**src/rtl/seq_calculator.sv**
```systemverilog
// Clocked calculator: one-cycle concat/add/sub/signed-add/counter readout and a
// WIDTH-cycle shift-add unsigned multiply behind a start/busy/done handshake.
module seq_calculator #(
  parameter int WIDTH = 4
) (
  input  logic                 clk_pi,
  input  logic                 rst_n_pi,
  input  logic                 start_pi,
  input  logic [WIDTH-1:0]     data1_pi,
  input  logic [WIDTH-1:0]     data2_pi,
  input  logic [3:0]           op_pi,
  input  logic                 clear_pi,
  output logic [2*WIDTH-1:0]   result_po,
  output logic                 ovflw_po,
  output logic                 busy_po,
  output logic                 done_po,
  output logic                 sticky_ovflw_po
);

  localparam int RW = 2 * WIDTH;
  localparam int IW = $clog2(WIDTH);
  localparam logic [IW-1:0] LAST_IDX = IW'(WIDTH - 1);
  localparam logic [IW-1:0] IDX_ONE  = IW'(1);
  localparam logic [RW-1:0] CNT_ONE  = RW'(1);
  localparam logic [WIDTH-1:0] ZERO_W = '0;

  typedef enum logic {ST_IDLE = 1'b0, ST_MUL = 1'b1} state_e;

  state_e            state_q, state_d;
  logic [WIDTH-1:0]  a_q, a_d, b_q, b_d;
  logic [RW-1:0]     acc_q, acc_d;
  logic [IW-1:0]     idx_q, idx_d;
  logic [RW-1:0]     cnt_q, cnt_d;
  logic [RW-1:0]     result_q, result_d;
  logic              ovflw_q, ovflw_d;
  logic              busy_q, busy_d;
  logic              done_q, done_d;
  logic              sticky_q, sticky_d;

  logic [WIDTH:0]    add_s;
  logic [WIDTH-1:0]  sub_s;
  logic [WIDTH-1:0]  sadd_s;
  logic              sadd_ov_s;

  assign add_s     = {1'b0, data1_pi} + {1'b0, data2_pi};
  assign sub_s     = data1_pi - data2_pi;
  assign sadd_s    = data1_pi + data2_pi;
  assign sadd_ov_s = (data1_pi[WIDTH-1] == data2_pi[WIDTH-1]) &&
                     (sadd_s[WIDTH-1] != data1_pi[WIDTH-1]);

  // Next-state: request decode in IDLE, one shift-add step per cycle in MUL.
  always_comb begin
    state_d  = state_q;
    a_d      = a_q;
    b_d      = b_q;
    acc_d    = acc_q;
    idx_d    = idx_q;
    result_d = result_q;
    ovflw_d  = ovflw_q;
    done_d   = 1'b0;
    cnt_d    = cnt_q + CNT_ONE;
    case (state_q)
      ST_IDLE: begin
        if (start_pi) begin
          a_d = data1_pi;
          b_d = data2_pi;
          case (op_pi)
            4'b0000: begin
              result_d = {data1_pi, data2_pi};
              ovflw_d  = 1'b0;
              done_d   = 1'b1;
            end
            4'b0001: begin
              result_d = {ZERO_W, add_s[WIDTH-1:0]};
              ovflw_d  = add_s[WIDTH];
              done_d   = 1'b1;
            end
            4'b0010: begin
              result_d = {ZERO_W, sub_s};
              ovflw_d  = (data1_pi < data2_pi);
              done_d   = 1'b1;
            end
            4'b0100: begin
              acc_d   = '0;
              idx_d   = '0;
              state_d = ST_MUL;
            end
            4'b1000: begin
              result_d = {ZERO_W, sadd_s};
              ovflw_d  = sadd_ov_s;
              done_d   = 1'b1;
            end
            default: begin
              // Readout sees the counter value before this edge's increment.
              result_d = cnt_q;
              ovflw_d  = 1'b0;
              done_d   = 1'b1;
            end
          endcase
        end else begin
          state_d = ST_IDLE;
        end
      end
      ST_MUL: begin
        if (b_q[idx_q]) begin
          acc_d = acc_q + ({ZERO_W, a_q} << idx_q);
        end else begin
          acc_d = acc_q;
        end
        idx_d = idx_q + IDX_ONE;
        if (idx_q == LAST_IDX) begin
          result_d = acc_d;
          ovflw_d  = 1'b0;
          done_d   = 1'b1;
          state_d  = ST_IDLE;
        end else begin
          state_d = ST_MUL;
        end
      end
      default: begin
        state_d = ST_IDLE;
      end
    endcase
  end

  // Sticky overflow: a new overflow completion outranks a same-cycle clear.
  always_comb begin
    busy_d = (state_d == ST_MUL);
    if (done_d && ovflw_d) begin
      sticky_d = 1'b1;
    end else if (clear_pi) begin
      sticky_d = 1'b0;
    end else begin
      sticky_d = sticky_q;
    end
  end

  // State and output registers with synchronous active-low reset.
  always_ff @(posedge clk_pi) begin
    if (!rst_n_pi) begin
      state_q  <= ST_IDLE;
      a_q      <= '0;
      b_q      <= '0;
      acc_q    <= '0;
      idx_q    <= '0;
      cnt_q    <= '0;
      result_q <= '0;
      ovflw_q  <= 1'b0;
      busy_q   <= 1'b0;
      done_q   <= 1'b0;
      sticky_q <= 1'b0;
    end else begin
      state_q  <= state_d;
      a_q      <= a_d;
      b_q      <= b_d;
      acc_q    <= acc_d;
      idx_q    <= idx_d;
      cnt_q    <= cnt_d;
      result_q <= result_d;
      ovflw_q  <= ovflw_d;
      busy_q   <= busy_d;
      done_q   <= done_d;
      sticky_q <= sticky_d;
    end
  end

  assign result_po       = result_q;
  assign ovflw_po        = ovflw_q;
  assign busy_po         = busy_q;
  assign done_po         = done_q;
  assign sticky_ovflw_po = sticky_q;

endmodule
```
**config.mk**
```make
export PLATFORM = sky130hd
export DESIGN_NAME = seq_calculator
export DESIGN_NICKNAME = d
export VERILOG_FILES = /design/src/rtl/seq_calculator.sv
export SDC_FILE = /design/constraint.sdc
export NUM_CORES = 1
export LEC_CHECK = 0
export ABC_AREA = 1
export BUFFER_PORTS_ARGS = -buffer_cell sky130_fd_sc_hd__buf_2
export CAP_MARGIN = 25
export CORE_UTILIZATION = 53
export CTS_CLUSTER_DIAMETER = 120
export CTS_CLUSTER_SIZE = 40
export DETAILED_ROUTE_END_ITERATION = 8
export PLACE_DENSITY_LB_ADDON = 0.2
export SETUP_SLACK_MARGIN = 0.1
export SLEW_MARGIN = 25
export SYNTH_ARGS = -nofsm -noshare
export SYNTH_HDL_FRONTEND = slang
export SYNTH_SLANG_ARGS = --single-unit
```
**constraint.sdc**
```tcl
create_clock -name clk_pi -period 1.75 [get_ports clk_pi]
set_input_delay 0.35 -clock clk_pi [delete_from_list [all_inputs] [get_ports clk_pi]]
set_output_delay 0.35 -clock clk_pi [all_outputs]
set_load 0.1 [all_outputs]
```
* Word level (Yosys, flattened, before mapping)
Index checks and enable logic that the tools add are counted.
Storage, ports and cells: register bits after elaboration 38, input port bits 16
Operators by class: add/subtract/negate cells 6, $lt $le $gt $ge 2, equal/unequal tests 11, shift-type cells 1, muxes and demuxes 27, bitwise gates (word level) 1, reductions and logical operators 7
Operators by type and width (number):
- $mux 8 | 5
- $pmux 8 s5 | 1
- $pmux 8 s2 | 2
- $mux 1 | 11
- $add 8x1->8 const B | 1
- $add 8x8->8 | 1
- $shl 4x2->8 | 1
- $pmux 1 s2 | 3
- $add 4x4->5 | 1
- $add 4x4->4 | 1
- $eq 4x1->1 const B | 1
- $eq 4x2->1 const B | 1
- $eq 4x3->1 const B | 1
- $eq 4x4->1 const B | 1
- $logic_not 4->1 | 1
- $lt 4x4->1 | 1
- $mux 2 | 2
- $ne 2x1->1 const B | 2
- $ne 2x2->1 const B | 2
- $pmux 1 s4 | 1
- $pmux 2 s2 | 1
- $reduce_and 2->1 | 2
- $sub 4x4->4 | 1
- $lt 2x3->1 const B | 1
- other kinds (9) | 10

* Logic depth before layout (Yosys ltp)
Gate-level depths: netlist (run 1).
depth after elaboration 8, mapped depth 17, depth with buffers taken out 16

* Worst setup path before layout (run 1)
No wires, ideal clock.
path kind reg-to-reg, start point register, netlist name busy_po, end point register result_q[0], in the netlist result_po[0], arrival 1752 ps, setup slack -121 ps, stages on the path, launching flop included 8, clock period less this slack 1871 ps, cell sequence dfxtp_1 > buf_2 > nand2_1 > o21ai_2 > buf_6 > nand2_1 > nor2_1 > nor2_1
RTL lines:
- end signal: assignment | line 159 | result_q <= result_d;
- end: declaration | line 34 | logic [RW-1:0] result_q, result_d;

* Worst setup path in the final report (run 1)
start point register idx_q[0], end point register result_q[4], in the netlist result_po[4]
On the way: word-level cells in the longest chain between the ends 5, elaborated cells on any way between the ends 10
Ends and longest elaborated chain:
- start: declaration | line 32 | logic [IW-1:0] idx_q, idx_d;
- start signal: assignment | line 157 | idx_q <= idx_d;
- $shl 4x2->8 or $bmux 1 s2 (tied branches) | line 106, 105
- $add 8x8->8 or $mux 1 (tied branches) | line 106, 105
- $mux 8 | line 105 | if (b_q[idx_q]) begin
- $mux 8 | line 111 | if (idx_q == LAST_IDX) begin
- $pmux 8 s2 | line 62 | case (state_q)
Several ways; a longest one is shown, not always the timed one. The select of a mux whose other input is x is not followed. A chain may end at the register's enable or synchronous reset.

==> flow_summary.toml, run 1 <==
[clocking]
cts_hold_fix_bufs = 0
cts_root_buffer = "clkbuf_8"
numClockSinks = 38
clk_path_buf_depth = 2
cts_max_level = 2
cts_inserted_buffers = 5
cts_tree = "yes"
clkSlewWorstSetupHoldPaths_ns = 0.07
clock_latency_ns = 0.29

[logic_synthesis]
netlist-cell-type-count = 35
synth-seq-area-share_pct = 29.4
mapped_cell_area_sq_um = 2590
syn_avg_cell_area_sq_um = 6.67
most_instantiated_flip_flop_cell_in_the_synthesis_netlist = "dfxtp_1"
yosys_warnings = 0
synthesis.nets = 424
async_reset_ff_share_pct = 0
syn_inst = 388
synth_enable_flop_cells = 0
synth.ff_latch_count = 38

[timing]
final_worst_path_setup_slack_ns = -0.163
tightestPinTransition_ns = 0.946
timing.final.crit_period_ns = 1.91
timing.final.setup_violations = 12
maxSlewViolCount = 0
max-slew-margin-rel_pct = 36.9
grt_setup_unrepaired = "true"
layout_worst_path_cycle_share_pct = 109
hold_violations = 0
fmax_mhz = 523
final.setup_skew_ns = 0.00618

[die]
x_dimension_of_the_die_um = 71.9
top_level_i_o_count = 28
floorplan.die_area_sq_um = 5170
design.core.area_sq_um = 4720
start_util_pct = 54.8
placementRows = 25
dieHeight_um = 71.9

[setup_path]
path_depth = 14
critPathMaxStageDelay_ns = 0.40
path_buf_inv = 1
cp.required_ns = 1.94
timing.setup.critical_path_class = "reg2reg"
worst-r2r-cell-count = 14
startpoint_type = "register"
cp_endpoint_kind = "register"
critPathSlowestCell = "dfxtp_4"
crit_family = "simple AND/OR/NAND/NOR gates"
crit_arrival_ns = 2.10
path_max_fanout = 6
crit_top_cell = "nand2_1"
crit_path_cell_trace = "mux2i_2 -> mux2i_1 -> ha_1 -> nand2_1 -> nand2_2 -> inv_2 -> nand2_1 -> nand2_1 -> nand2_1 -> nand2_2 -> nand2_2 -> nor2_2 -> nor2_1 -> nor2_1"

[power_and_ir_drop]
max-vdd-ir-drop_uv = 484
power_density_over_the_cells_nw_per_um2 = 662
leakagePower_nw = 1.49

[outcome]
outcome = "finished, violations left"
failed_checks = "setup timing"

[cells_and_area]
layout.filler_cells = 397
post_layout_nonfiller_instances = 506
final-seq-area_sq_um = 767
multiInputGateArea_sq_um = 1650
area_delta_synth_final_pct = 20.8
drive_above_1_share_pct = 23.9
insertedDiodeCount = 0
final_core_util_pct = 66.2
final_net_count = 474

[placement]
gp_congestion = 0.939
placedCellCount = 493
dp.final_hpwl_um = 5030
place.port_buffers = 27

[grt]
grt.busiest_layer = "met2"
grt_first_pass_wirelength_um = 10800
via_count_of_the_first_global_routing_pass = 2413
global_router_s_overall_resource_usage_pct = 26.6
grtUsageMet3_pct = 4.03
groute.layer.met2.usage_pct = 46.2
overflow_after_grt = 0
grt_start_max_net_pins = 23
globalRouteMet1Util_pct = 34.3
grt_antenna_before_repair = 0

[hold_path]
hp_class = "in2reg"
hold-path-cell-count = 3

[run]
max-cap-violations = 0

[routing]
first_iter_violations = 124
viasPerCell = 5.14
routed_wl_um = 6450
wl_per_cell_um = 12.7
iteration_count_of_the_initial_detailed_routing_pass = 4
post-route-drc-count = 0
drtAntennaViolNets = 0
routed-via-count = 2601
## timing repair
action / CTS / global route
setup buffers: 2 / 3
endpoints found under the hold margin: 0 / 0
endpoints found under the setup margin: 14 / 17
resized for setup: 5 / 24
pin swaps: 4 / 10
## synthesized netlist by cell type (3+ instances only)
library cell  instances  area, sq um
a21oi_1              38          190
buf_6                 3         33.8
clkbuf_1              4         15.0
dfxtp_1              38          761
fa_1                  3         60.1
ha_1                 17          213
inv_1                47          176
nand2_1             101          379
nand3_1              28          140
nand3b_1              4         30.0
nand4_1               8         50.1
nor2_1               41          154
o21ai_0              23          115
o21ai_1               3         15.0
## per-layer routing
layer,routed length (um),share of wire [%]
met1,2930,45
met2,3080,48
met3,353,5.5
met4,89,1.4
met5,0,0
## registers in the layout (all words and copies together) (netlist names)
register         count
a_q                  4
done_po              1
result_po            8
b_q                  4
sticky_ovflw_po      1
acc_q                8
busy_po              1
ovflw_po             1
idx_q                2
cnt_q                8
## worst reg2reg max path: stages (launching register included)
cell	delay, ns
dfxtp_4	0.40
mux2i_2	0.23
mux2i_1	0.10
ha_1	0.38
nand2_1	0.10
nand2_2	0.09
inv_2	0.04
nand2_1	0.05
nand2_1	0.04
nand2_1	0.07
nand2_2	0.06
nand2_2	0.06
nor2_2	0.04
nor2_1	0.10
nor2_1	0.04
## layout make-up
class	instances	area share, %
Tap cell	67	2.68
Inverter	51	6.44
Sequential cell	38	24.5
Clock buffer	6	2.64
Timing Repair Buffer	53	10.6
Multi-Input combinational cell	289	52.7
Clock inverter	2	0.400
## cell families after synthesis
| group | after synthesis | share of synthesized area, % |
|---|---|---|
| AND/OR/NAND/NOR | 193 | 33.4 |
| AO/OA/AOI/OAI | 71 | 14.5 |
| buffers and inverters | 61 | 10.3 |
| flip-flops | 38 | 29.4 |
| adder cells (fa/ha/maj) | 20 | 10.5 |
| XOR/XNOR | 3 | 1.02 |
| multiplexers | 2 | 0.773 |
## cells in the final DEF (no fill, tap or decap), types with 3 or more instances in the layout
master and instances:
a21oi_2 6, dfxtp_1 35, nand3_1 25, nand3_2 4, nand2_1 95, o21ai_0 20, buf_2 27, nand4_1 8
nor2_1 38, o21ai_2 3, buf_4 26, inv_2 5, clkbuf_8 6, nor2_4 4, ha_1 16, nand2_2 8
a21oi_1 33, nand3b_1 4, inv_1 44, o21ai_1 5
## where the power goes
group / switching [mW] / internal, mW
combinational: 0.357 / 0.159
clock: 0.305 / 0.316
sequential: 0.0301 / 0.902
## worst paths after layout
| kind | start | end | slack, ns |
|---|---|---|---|
| min | clear_pi | sticky_ovflw_po$_SDFFE_PN0P_ | 0.35 |
| max reg2reg | idx_q[0]$_SDFFE_PN0P_ | result_po[4]$_SDFFE_PN0P_ | -0.16 |
| min reg2reg | b_q[0]$_SDFFE_PN0P_ | b_q[0]$_SDFFE_PN0P_ | 0.45 |
| max | idx_q[0]$_SDFFE_PN0P_ | result_po[4]$_SDFFE_PN0P_ | -0.16 |
## per-stage QoR
step	instance area [sq um]	total power, mW	TNS [ns]	hold WS [ns]	setup slack (ns)
5_1_grt	3130	2.18	-3.02	0.369	-0.316
2_1_floorplan	2600	1.30	-0.000394	0.424	-0.000394
4_1_cts	3030	2.05	-0.773	0.346	-0.118
3_3_place_gp	2910	1.43	-0.670	0.437	-0.136
3_5_place_dp	2910	1.43	-1.39	0.437	-0.164
6_report	3130	2.07	-1.20	0.346	-0.163
(Power assumes the default switching activity.)
==> run 2: changes to the inputs <==
--- a/config.mk
+++ b/config.mk
@@ -8,7 +8,7 @@
 export ABC_AREA = 1
 export BUFFER_PORTS_ARGS = -buffer_cell sky130_fd_sc_hd__buf_2
 export CAP_MARGIN = 25
-export CORE_UTILIZATION = 53
+export CORE_UTILIZATION = 63
 export CTS_CLUSTER_DIAMETER = 120
 export CTS_CLUSTER_SIZE = 40
 export DETAILED_ROUTE_END_ITERATION = 8
==> constraint.sdc (replaced) <==
create_clock -name clk_pi -period 2.22 [get_ports clk_pi]
set_input_delay 0.444 -clock clk_pi [delete_from_list [all_inputs] [get_ports clk_pi]]
set_output_delay 0.444 -clock clk_pi [all_outputs]
set_load 0.1 [all_outputs]
==> flow_summary.toml, run 2 (same netlist as run 1, synthesis figures left out) <==
[clocking]
cts_max_level = 2
cts_tree = "yes"
cts_inserted_buffers = 5
clk_path_buf_depth = 2
cts_root_buffer = "clkbuf_8"
clock_latency_ns = 0.30
clkSlewWorstSetupHoldPaths_ns = 0.08
numClockSinks = 38
postCtsSetupRepairBufs = 0

[cells_and_area]
final_net_count = 452
layout.filler_cells = 316
insertedDiodeCount = 0
post_layout_nonfiller_instances = 465
most_common_cell_after_layout_fill_and_taps_aside = "nand2_1"
final_core_util_pct = 75.4
drive_above_1_share_pct = 14.1
area_delta_synth_final_pct = 10.6
layout.cell_area.non_filler_sq_um = 2860
top_library_cells_by_usage_in_the_layout_fill_and_taps_aside = "nand2_1, inv_1, nor2_1, a21oi_1, dfxtp_1"

[timing]
timing.final.setup_violations = 0
tightestPinTransition_ns = 0.651
max-slew-margin-rel_pct = 56.5
timing.setup.tns_ns = 0
final.setup_skew_ns = 0.00775
timing.final.crit_period_ns = 1.97
maxSlewViolCount = 0
final_worst_path_setup_slack_ns = 0.252
hold_violations = 0
fmax_mhz = 508
grt_setup_unrepaired = "false"
layout_worst_path_cycle_share_pct = 88.6

[power_and_ir_drop]
power.internal_mw = 1.14
seq_power_share_pct = 43.3
total_net_switching_power_mw = 0.551
max-vdd-ir-drop_uv = 407
switching_share_pct = 32.5
comb_power_share_pct = 22.0
power_density_over_the_cells_nw_per_um2 = 592
leakagePower_nw = 1.40
clockPowerShare_pct = 34.7

[grt]
grt_first_pass_wirelength_um = 10400
via_count_of_the_first_global_routing_pass = 2355
overflow_after_grt = 0
grt_antenna_before_repair = 0
grt_start_max_net_pins = 24
global_router_s_overall_resource_usage_pct = 32.0

[setup_path]
worst-r2r-cell-count = 10
cp_endpoint_kind = "register"
timing.setup.critical_path_class = "reg2reg"
path_max_fanout = 6
crit_arrival_ns = 2.12
timing.rr.end = "acc_q[7]$_SDFFE_PN0P_"
startpoint_type = "register"
cp-endpoint = "acc_q[7]$_SDFFE_PN0P_"
r2r-start = "idx_q[0]$_SDFFE_PN0P_"
timing.critical_path.from = "idx_q[0]$_SDFFE_PN0P_"
cp.required_ns = 2.38
r2r_setup_slack_ns = 0.25

[outcome]
outcome = "finished clean"

[routing]
first_iter_violations = 271
iteration_count_of_the_initial_detailed_routing_pass = 5
post-route-drc-count = 0
routed_wl_um = 6480
viasPerCell = 5.75
drtAntennaViolNets = 0
wl_per_cell_um = 13.9
routed-via-count = 2674

[run]
max-cap-violations = 0

[hold_path]
hp_class = "in2reg"
hold-path-cell-count = 3

[die]
design.core.area_sq_um = 3800
floorplan.die_area_sq_um = 4370
placementRows = 22
x_dimension_of_the_die_um = 66.1
top_level_i_o_count = 28
dieHeight_um = 66.1
start_util_pct = 68.1

[placement]
place.port_buffers = 27
post-place-ws_ns = 0.200
gp_congestion = 0.927
dp.final_hpwl_um = 4840
post_dp_cell_area_sq_um = 2750
placedCellCount = 457
run 2: area by class of cell:
type / instances / area, sq um / share of cell area (%)
clock inverter: 3 / 40.0 / 1.40
clock buffer: 5 / 68.8 / 2.40
timing repair buffer: 31 / 165 / 5.77
sequential: 38 / 763 / 26.7
inverter: 51 / 201 / 7.04
multi-input combinational: 289 / 1560 / 54.6
tap: 48 / 60.1 / 2.10
run 2: power by group through the flow:
stage	combinational (mW)	sequential (mW)	clock, mW
2_1_floorplan	0.191	0.835	0
3_3_place_gp	0.361	0.746	0
3_5_place_dp	0.367	0.747	0
4_1_cts	0.369	0.732	0.592
5_1_grt	0.406	0.736	0.619
6_report	0.373	0.733	0.588
run 2: critical path, stage by stage, from the launching register on:
cell     delay [ns]
dfxtp_2        0.37
o21ai_0        0.27
o21ai_0        0.14
ha_1           0.38
nand3_1        0.13
nand3_1        0.11
nand2_1        0.06
nand2_1        0.08
nand3_1        0.10
nand3_1        0.12
a21oi_1        0.07
run 2: how the worst min path moves through the flow:
stage / start / end / slack (ns)
floorplan: b_q[0]$_SDFFE_PN0P_ / b_q[0]$_SDFFE_PN0P_ / 0.42
global placement: cnt_q[0]$_SDFF_PN0_ / cnt_q[0]$_SDFF_PN0_ / 0.45
detailed placement: b_q[0]$_SDFFE_PN0P_ / b_q[0]$_SDFFE_PN0P_ / 0.45
CTS: clear_pi / sticky_ovflw_po$_SDFFE_PN0P_ / 0.41
global route: clear_pi / sticky_ovflw_po$_SDFFE_PN0P_ / 0.42
finish: clear_pi / sticky_ovflw_po$_SDFFE_PN0P_ / 0.41
run 2: layer usage:
metal	track usage [%]	share of wire, %	vias to the layer above
met3	6.03	7.2	21
li1	-	-	1324
met2	52.8	47	109
met5	0	0	-
met1	40.6	44	1220
met4	12.8	2.0	0
run 2: metrics by stage:
stage                     power, mW  hold WS [ns]
after floorplan                1.03         0.424
after CTS                      1.69         0.410
after global routing           1.76         0.421
after detailed placement       1.11         0.445
final                          1.69         0.406
after global placement         1.11         0.445
run 2: what timing repair did:
| action | in CTS | in global routing |
|---|---|---|
| resized for setup | 0 | 3 |
| setup endpoints to repair | 0 | 8 |
| hold buffers | 0 | 0 |
